File: config.mk
export PLATFORM = sky130hd
export DESIGN_NAME = led_status_ctrl
export DESIGN_NICKNAME = d
export VERILOG_FILES = /design/src/rtl/led_status_pkg.sv /design/src/rtl/led_chan_fsm.sv /design/src/rtl/led_status_ctrl.sv
export SDC_FILE = /design/constraint.sdc
export NUM_CORES = 1
export LEC_CHECK = 0
export ABC_AREA = 1
export CORE_MARGIN = 2
export CORE_UTILIZATION = 57
export DETAILED_ROUTE_END_ITERATION = 10
export PLACE_DENSITY = 0.74
export SETUP_SLACK_MARGIN = 0.02
export SLEW_MARGIN = 10
export SYNTH_ARGS = -nofsm -noshare
export SYNTH_HDL_FRONTEND = slang
export SYNTH_SLANG_ARGS = --single-unit
File: constraint.sdc
create_clock -name clk -period 3.1 [get_ports clk]
set_clock_uncertainty 0.1 [all_clocks]
set_input_delay 0.465 -clock clk [delete_from_list [all_inputs] [get_ports clk]]
set_output_delay 0.465 -clock clk [all_outputs]
set_load 0.03 [all_outputs]
File: src/rtl/led_status_pkg.sv
// Shared types and constants for the multi-channel LED status controller.
// Contents: config field widths, mode/state enums, config payload struct,
// flash gap multiplier and a constant-foldable clog2 helper.
package led_status_pkg;

  localparam int unsigned CH_W     = 4;
  localparam int unsigned MODE_W   = 3;
  localparam int unsigned PERIOD_W = 16;
  localparam int unsigned COUNT_W  = 4;
  localparam int unsigned MS_W     = 18;  // holds GAP_MULT * 65535 without overflow
  localparam int unsigned GAP_MULT = 4;

  // Channel modes as written on cfg_mode; 5..7 are reserved.
  typedef enum logic [MODE_W-1:0] {
    MODE_OFF     = 3'd0,
    MODE_ON      = 3'd1,
    MODE_BLINK   = 3'd2,
    MODE_FLASH   = 3'd3,
    MODE_BREATHE = 3'd4
  } mode_e;

  // Per-channel FSM states.
  typedef enum logic [2:0] {
    S_OFF,
    S_ON,
    S_BLINK,
    S_FLASH_ON,
    S_FLASH_OFF,
    S_GAP,
    S_BREATHE
  } chan_state_e;

  // Config payload delivered to a channel on a write.
  typedef struct packed {
    mode_e                 mode;
    logic [PERIOD_W-1:0]   period_ms;
    logic [COUNT_W-1:0]    count;
  } chan_cfg_t;

  // Ceiling log2, minimum 1, for sizing counters from parameters.
  function automatic int unsigned clog2(input int unsigned value);
    int unsigned result;
    result = 0;
    for (int unsigned i = 0; i < 32; i++) begin
      if ((33'd1 << i) < 33'(value)) result = i + 1;
    end
    return (result == 0) ? 1 : result;
  endfunction

endpackage

File: src/rtl/led_chan_fsm.sv
// One LED channel: stored config, ms counter, flash index, blink phase and
// the pattern FSM. Outputs are next-cycle values that the top registers at
// the pin, so a config write shows on led one cycle after cfg_wr.
// Build option: LED_BREATHE_EN adds the triangle duty ramp (S_BREATHE).
// Ports:
//   clk, rst_n  clock, async active-low reset
//   tick        1 ms strobe from the shared prescaler
//   cfg_wr      config write for this channel (wins over tick)
//   cfg         mode / period / count payload
//   pwm_cnt     shared PWM counter (only used with LED_BREATHE_EN)
//   lit_c       next value of the lit state (polarity-free)
//   done_c      next value of the end-of-sequence pulse
module led_chan_fsm
  import led_status_pkg::*;
#(
  parameter int unsigned PWM_BITS = 8
) (
  input  logic                clk,
  input  logic                rst_n,
  input  logic                tick,
  input  logic                cfg_wr,
  input  chan_cfg_t           cfg,
  input  logic [PWM_BITS-1:0] pwm_cnt,
  output logic                lit_c,
  output logic                done_c
);

  chan_state_e         state_q, state_d;
  logic [PERIOD_W-1:0] period_q, period_d;
  logic [COUNT_W-1:0]  count_q, count_d;
  logic [MS_W-1:0]     ms_q, ms_d;
  logic [COUNT_W-1:0]  idx_q, idx_d;
  logic                phase_q, phase_d;

  logic [PERIOD_W-1:0] per_eff;
  logic [PERIOD_W-1:0] per_m1;
  logic [MS_W-1:0]     gap_m1;
  logic [MS_W-1:0]     ms_inc;
  logic                phase_end;
  logic                gap_end;

  // A zero period behaves as 1 ms.
  assign per_eff   = (period_q == '0) ? PERIOD_W'(1) : period_q;
  assign per_m1    = per_eff - PERIOD_W'(1);
  assign gap_m1    = MS_W'(GAP_MULT) * MS_W'(per_eff) - MS_W'(1);
  assign ms_inc    = ms_q + MS_W'(1);
  assign phase_end = (ms_q == MS_W'(per_m1));
  assign gap_end   = (ms_q == gap_m1);

`ifdef LED_BREATHE_EN
  logic [PWM_BITS-1:0] duty_q, duty_d;
  logic                up_q, up_d;

  // Breathe duty ramp registers.
  always_ff @(posedge clk or negedge rst_n) begin
    if (!rst_n) begin
      duty_q <= '0;
      up_q   <= 1'b1;
    end else begin
      duty_q <= duty_d;
      up_q   <= up_d;
    end
  end
`else
  logic unused_pwm;
  assign unused_pwm = ^pwm_cnt;
`endif

  // State and channel registers.
  always_ff @(posedge clk or negedge rst_n) begin
    if (!rst_n) begin
      state_q  <= S_OFF;
      period_q <= '0;
      count_q  <= '0;
      ms_q     <= '0;
      idx_q    <= '0;
      phase_q  <= 1'b0;
    end else begin
      state_q  <= state_d;
      period_q <= period_d;
      count_q  <= count_d;
      ms_q     <= ms_d;
      idx_q    <= idx_d;
      phase_q  <= phase_d;
    end
  end

  // Next state: a config write restarts the channel and swallows any tick.
  always_comb begin
    state_d  = state_q;
    period_d = period_q;
    count_d  = count_q;
    ms_d     = ms_q;
    idx_d    = idx_q;
    phase_d  = phase_q;
    done_c   = 1'b0;
`ifdef LED_BREATHE_EN
    duty_d   = duty_q;
    up_d     = up_q;
`endif
    if (cfg_wr) begin
      period_d = cfg.period_ms;
      count_d  = cfg.count;
      ms_d     = '0;
      idx_d    = '0;
      phase_d  = 1'b0;
`ifdef LED_BREATHE_EN
      duty_d   = '0;
      up_d     = 1'b1;
`endif
      case (cfg.mode)
        MODE_ON:      state_d = S_ON;
        MODE_BLINK:   state_d = S_BLINK;
        MODE_FLASH:   state_d = (cfg.count == '0) ? S_OFF : S_FLASH_ON;
`ifdef LED_BREATHE_EN
        MODE_BREATHE: state_d = S_BREATHE;
`endif
        default:      state_d = S_OFF;
      endcase
    end else if (tick) begin
      case (state_q)
        S_BLINK: begin
          if (phase_end) begin
            ms_d    = '0;
            phase_d = ~phase_q;
          end else begin
            ms_d = ms_inc;
          end
        end
        S_FLASH_ON: begin
          if (phase_end) begin
            ms_d    = '0;
            state_d = S_FLASH_OFF;
          end else begin
            ms_d = ms_inc;
          end
        end
        S_FLASH_OFF: begin
          if (phase_end) begin
            ms_d = '0;
            if (idx_q == count_q - COUNT_W'(1)) begin
              idx_d   = '0;
              state_d = S_GAP;
            end else begin
              idx_d   = idx_q + COUNT_W'(1);
              state_d = S_FLASH_ON;
            end
          end else begin
            ms_d = ms_inc;
          end
        end
        S_GAP: begin
          if (gap_end) begin
            ms_d    = '0;
            done_c  = 1'b1;
            state_d = S_FLASH_ON;
          end else begin
            ms_d = ms_inc;
          end
        end
`ifdef LED_BREATHE_EN
        // Triangle 0 -> max -> 0, one step per ms.
        S_BREATHE: begin
          if (up_q) begin
            if (duty_q == '1) begin
              up_d   = 1'b0;
              duty_d = duty_q - PWM_BITS'(1);
            end else begin
              duty_d = duty_q + PWM_BITS'(1);
            end
          end else begin
            if (duty_q == '0) begin
              up_d   = 1'b1;
              duty_d = PWM_BITS'(1);
            end else begin
              duty_d = duty_q - PWM_BITS'(1);
            end
          end
        end
`endif
        default: ;
      endcase
    end
  end

  // Lit decode from the next state so the pin register tracks it directly.
  always_comb begin
    lit_c = 1'b0;
    case (state_d)
      S_ON, S_FLASH_ON: lit_c = 1'b1;
      S_BLINK:          lit_c = ~phase_d;
`ifdef LED_BREATHE_EN
      S_BREATHE:        lit_c = (pwm_cnt < duty_d);
`endif
      default:          lit_c = 1'b0;
    endcase
  end

endmodule

File: src/rtl/led_status_ctrl.sv
// Multi-channel LED pattern generator (off / on / blink / flash-code).
// Owns the free-running 1 ms prescaler, config write decode and the output
// pin registers; each channel's pattern lives in led_chan_fsm.
// Build option: LED_BREATHE_EN enables mode 4 (BREATHE) and the shared PWM
// counter; without it mode 4 is stored as OFF.
// Ports:
//   clk, rst_n     clock, async active-low reset
//   cfg_valid      one-cycle config write strobe
//   cfg_ch         target channel (writes to cfg_ch >= NUM_LEDS ignored)
//   cfg_mode       0 OFF, 1 ON, 2 BLINK, 3 FLASH, 4 BREATHE, 5..7 -> OFF
//   cfg_period_ms  blink half-period / flash on and off time (0 acts as 1)
//   cfg_count      number of flashes per FLASH sequence (0 acts as OFF)
//   led            registered LED drive, polarity set by ACTIVE_HIGH
//   seq_done       one-cycle pulse per channel at the end of a FLASH gap
module led_status_ctrl
  import led_status_pkg::*;
#(
  parameter int unsigned CLOCK_MHZ   = 27,
  parameter int unsigned NUM_LEDS    = 4,
  parameter int unsigned ACTIVE_HIGH = 1,
  parameter int unsigned PWM_BITS    = 8
) (
  input  logic                clk,
  input  logic                rst_n,
  input  logic                cfg_valid,
  input  logic [CH_W-1:0]     cfg_ch,
  input  logic [MODE_W-1:0]   cfg_mode,
  input  logic [PERIOD_W-1:0] cfg_period_ms,
  input  logic [COUNT_W-1:0]  cfg_count,
  output logic [NUM_LEDS-1:0] led,
  output logic [NUM_LEDS-1:0] seq_done
);

  localparam int unsigned TICK_CYCLES = CLOCK_MHZ * 1000;
  localparam int unsigned PRE_W       = clog2(TICK_CYCLES);
  localparam int unsigned CH_CMP_W    = CH_W + 1;
  localparam logic [NUM_LEDS-1:0] UNLIT = (ACTIVE_HIGH != 0) ? {NUM_LEDS{1'b0}}
                                                             : {NUM_LEDS{1'b1}};

  logic [PRE_W-1:0]    pre_q;
  logic                tick_c;
  logic                cfg_hit_c;
  chan_cfg_t           cfg_c;
  logic [NUM_LEDS-1:0] wr_c;
  logic [NUM_LEDS-1:0] lit_c;
  logic [NUM_LEDS-1:0] done_c;
  logic [PWM_BITS-1:0] pwm_cnt_c;

  // Free-running ms prescaler; config writes never disturb it.
  assign tick_c = (pre_q == PRE_W'(TICK_CYCLES - 1));

  always_ff @(posedge clk or negedge rst_n) begin
    if (!rst_n)      pre_q <= '0;
    else if (tick_c) pre_q <= '0;
    else             pre_q <= pre_q + PRE_W'(1);
  end

`ifdef LED_BREATHE_EN
  logic [PWM_BITS-1:0] pwm_q;

  // Shared PWM ramp compared against each channel's duty.
  always_ff @(posedge clk or negedge rst_n) begin
    if (!rst_n) pwm_q <= '0;
    else        pwm_q <= pwm_q + PWM_BITS'(1);
  end

  assign pwm_cnt_c = pwm_q;
`else
  assign pwm_cnt_c = '0;
`endif

  // Extra bit keeps the range check correct when NUM_LEDS is 16.
  assign cfg_hit_c = cfg_valid && ({1'b0, cfg_ch} < CH_CMP_W'(NUM_LEDS));
  assign cfg_c     = chan_cfg_t'{mode_e'(cfg_mode), cfg_period_ms, cfg_count};

  for (genvar i = 0; i < NUM_LEDS; i++) begin : g_chan
    assign wr_c[i] = cfg_hit_c && (cfg_ch == CH_W'(i));

    led_chan_fsm #(
      .PWM_BITS (PWM_BITS)
    ) u_chan (
      .clk     (clk),
      .rst_n   (rst_n),
      .tick    (tick_c),
      .cfg_wr  (wr_c[i]),
      .cfg     (cfg_c),
      .pwm_cnt (pwm_cnt_c),
      .lit_c   (lit_c[i]),
      .done_c  (done_c[i])
    );
  end

  // Pin registers; XOR with the unlit level applies polarity.
  always_ff @(posedge clk or negedge rst_n) begin
    if (!rst_n) begin
      led      <= UNLIT;
      seq_done <= '0;
    end else begin
      led      <= lit_c ^ UNLIT;
      seq_done <= done_c;
    end
  end

endmodule

==> results of run 1 <==
## how the worst min path moves through the flow
| stage | start | end | slack [ps] | cells past startpoint |
|---|---|---|---|---|
| after floorplan | rst_n | g_chan[0].u_chan.count_q[0] | 70 | 0 |
| after global placement | pre_q[0] | pre_q[0] | 350 | 1 |
| after detailed placement | pre_q[0] | pre_q[0] | 360 | 1 |
| after CTS | pre_q[0] | pre_q[0] | 370 | 1 |
| after global routing | pre_q[0] | pre_q[0] | 390 | 1 |
| final | pre_q[0] | pre_q[0] | 360 | 1 |
## registers in the layout (all words and copies together), names as in the netlist
name,count
g_chan.u_chan.period_q,64
g_chan.u_chan.idx_q,16
g_chan.u_chan.count_q,16
g_chan.u_chan.ms_q,72
led,4
seq_done,4
pre_q,15
g_chan.u_chan.phase_q,4
g_chan.u_chan.state_q,12
## metrics by stage
stage                     setup slack [ps]  std cells
final                                -37.0       2657
after global routing                  -256       2657
after CTS                            -32.6       2623
after detailed placement              -162       2557
after global placement               -61.5       2557
after floorplan                        139       2090
## cell usage after synthesis (5+ instances only)
master and instances:
o41ai_1 12, nand2_1 517, xor2_1 95, nor4_1 5
xnor2_1 23, buf_6 5, o21ai_1 13, o21ai_0 154
nor3_1 40, dfrtp_1 207, nand3b_1 5, clkbuf_1 27
nor2_1 212, inv_1 282, nand4_1 78, ha_1 17
nor2_4 6, nand3_2 6, buf_2 9, o22ai_1 19
nor2_2 25, nand3_1 222, nand2_2 11, a21oi_1 42
## layout make-up
| class | count | area (um^2) | area share (%) |
|---|---|---|---|
| Timing Repair Buffer | 234 | 2010 | 10.9 |
| Clock buffer | 35 | 786 | 4.29 |
| Inverter | 290 | 1090 | 5.98 |
| Multi-Input combinational cell | 1549 | 8730 | 47.6 |
| Tap cell | 330 | 413 | 2.25 |
| Clock inverter | 12 | 115 | 0.628 |
| Sequential cell | 207 | 5180 | 28.3 |
## per-layer routing
metal  routed length (um)  share of wire [%]
met1                19300                 42
met2                20800                 46
met3                 3260                7.2
met4                 2100                4.6
met5                    0                  0
## worst register-to-register path, cell delays in order, from the launching register on
cell      delay (ps)
dfrtp_1          390
nor2_2           170
nand2_2          100
nor2_4           170
a21oi_4           90
ha_4             200
buf_6            130
xnor2_4          170
or2_4            150
nand2_1           50
inv_1             50
nand3_1           90
nor2_1           120
nand3_2          110
nor2_2           110
nand2_2           70
o21ai_0          200
nand3b_1         110
nand2_1           70
nand2_1           60
o21ai_1          110
o21ai_1          110
nand2_1           70
inv_1             40
## power groups by stage
stage / clock, uW / combinational [uW] / sequential (uW)
finish: 3140 / 4220 / 3580
detailed placement: 0 / 3550 / 3580
floorplan: 0 / 2210 / 3560
global route: 3280 / 4660 / 3630
global placement: 0 / 3500 / 3570
CTS: 3170 / 3710 / 3550
## what timing repair did
item / CTS / global route
gates cloned: 2 / 5
gates resized for setup: 51 / 180
endpoints found under the hold margin: 70 / 0
setup endpoints to repair: 65 / 111
hold buffers: 1 / 0
pin swaps: 24 / 96
buffers inserted: 16 / 33
## kinds of logic (layout without fill, tap and decap cells)
group           count (synthesis)  in the layout  synth area share (%)
buf+inv                       335            571                  9.09
fa+ha+maj                      17             17                  1.48
xor+xnor                      118            118                  7.19
simple gates                 1148           1148                  36.0
flops                         207            207                  36.0
compound gates                265            266                  10.2
==> out/metrics.yaml, run 1 <==
drt:
  num_vias: 15085
  drtIter0Drc: 1484
  vias_per_cell: 5.68
  drc: 0
  wirelength_um: 45400
  drtPass1Iterations: 6
  ant_nets: 0
  wl_per_cell_um: 17.1
sta:
  max_slew_margin_pct: 59.8
  setup_viol: 1
  rsz0062_at_grt: "yes"
  maxSlewViolCount: 0
  hold_violations: 0
  fin_crit_ps: 3140
  whs_ps: 363
  worst_pin_slew_ps: 602
  fin_setup_tns_ps: -37.0
  clock.fmax_mhz: 319
  period_share_pct: 101
  fin_ws_ps: -37.0
power_and_ir_drop:
  clockPowerShare_pct: 28.7
  power_density_nw_per_um2: 597
  p_int_uw: 6820
  p_sw_uw: 4120
  seqPwrFrac_pct: 32.7
  p_sw_share_pct: 37.7
  p_comb_share_pct: 38.5
  ir_drop_v: 0.000612
  total_power_uw: 10900
  p_leak_uw: 0.00856
worst_setup_path:
  endpoint: "led[3]"
  path_cells: "nor2_2 -> nand2_2 -> nor2_4 -> a21oi_4 -> ha_4 -> buf_6 -> xnor2_4 -> or2_4 -> nand2_1 -> inv_1 -> nand3_1 -> nor2_1 -> nand3_2 -> nor2_2 -> nand2_2 -> o21ai_0 -> nand3b_1 -> nand2_1 -> nand2_1 -> o21ai_1 -> o21ai_1 -> nand2_1 -> inv_1"
  critPathRequiredTime_ps: 3440
  cp_common_cell: "nand2_1"
  crit_start: "g_chan[3].u_chan.period_q[7]"
  slowest_delay_ps: 390
  end_kind: "register"
  r2r_slack_ps: -40
  r2r_start: "g_chan[3].u_chan.period_q[7]"
  reg2regPathDepth: 23
  crit_type: "register to register"
  cp.arrival_ps: 3480
  critPathBufInv: 3
  reg2reg_to: "led[3]"
  worst-path-stages: 23
  crit_slowest_cell: "dfrtp_1"
  crit_family: "simple AND/OR/NAND/NOR gates"
  start_kind: "register"
  path_max_fanout: 3
clocking:
  clockRootBuffer: "clkbuf_16"
  htreeDepth: 1
  cts_tree: "done"
  clock_sinks: 207
  clock_path_buffers: 3
  clkTransAtPathRegs_ps: 60
  cts_buffers: 26
  clock_latency_ps: 540
synth:
  synth_top_area_share_pct: 36.0
  ys_seq_area_share_pct: 36.0
  ys_warn_count: 0
  synth_edf_count: 0
  synth_cell_type_count: 51
  synthTopCellsByArea: "dfrtp_1, nand2_1, nand3_1"
  synth_nets: 2137
  synthArstFlopShare_pct: 100
  yosysTopAreaCell: "dfrtp_1"
  syn_area_um2: 14400
  avgSynthCellArea_um2: 6.88
  ys_ff_latch: 207
  synthCells: 2090
  synth_ff_type: "dfrtp_1"
global_routing:
  track_usage_pct: 33.0
  gr-total-overflow: 0
  antenna_found_initial: 0
  grt_max_degree: 73
  busiest_layer: "met2"
  met1_usage_pct: 45.2
  met2_usage_pct: 52.9
  met3_usage_pct: 4.66
  grt_pass1_vias: 14054
  grt_pass1_wl_um: 70400
die:
  start_util_pct: 57.6
  ios: 38
  rows: 58
  fp.dieW_um: 163
  die_area_um2: 26500
  die_y_um: 163
  core_area_um2: 25000
place:
  portBuffers: 37
  hpwl_um: 32200
  gp_congestion: 0.972
  placed_area_um2: 16100
outcome:
  failed_checks: "setup timing"
  status: "finished, violations left"
layout:
  final_common_cell: "nand2_1"
  drive_gt1_share_pct: 20.2
  fillers: 1985
  final_core_util_pct: 73.4
  final_cell_mix: "nand2_1, inv_1, nand3_1, dfrtp_1, buf_4"
  nets: 2355
  fin_area_um2: 18300
  area_growth_pct: 27.4
  insertedDiodeCount: 0
worst_hold_path:
  hp-class: "register to register"
flow_run:
  drv_cap: 0
Note: power is estimated with default switching activity, not from simulation.
==> inputs of run 2 (changes only) <==
--- a/config.mk
+++ b/config.mk
@@ -6,6 +6,7 @@
 export NUM_CORES = 1
 export LEC_CHECK = 0
 export ABC_AREA = 1
+export ABC_CLOCK_PERIOD_IN_PS = 3100
 export CORE_MARGIN = 2
 export CORE_UTILIZATION = 57
 export DETAILED_ROUTE_END_ITERATION = 10
==> results of run 2 <==
Same layout as run 1: the final DEF is identical, and so are final timing and power.
==> inputs of run 3 (changes only) <==
--- a/config.mk
+++ b/config.mk
@@ -12,7 +12,7 @@
 export DETAILED_ROUTE_END_ITERATION = 10
 export PLACE_DENSITY = 0.74
 export SETUP_SLACK_MARGIN = 0.02
-export SLEW_MARGIN = 10
+export SLEW_MARGIN = 20
 export SYNTH_ARGS = -nofsm -noshare
 export SYNTH_HDL_FRONTEND = slang
 export SYNTH_SLANG_ARGS = --single-unit
==> results of run 3 <==
Same layout as run 1: the final DEF is identical, and so are final timing and power.
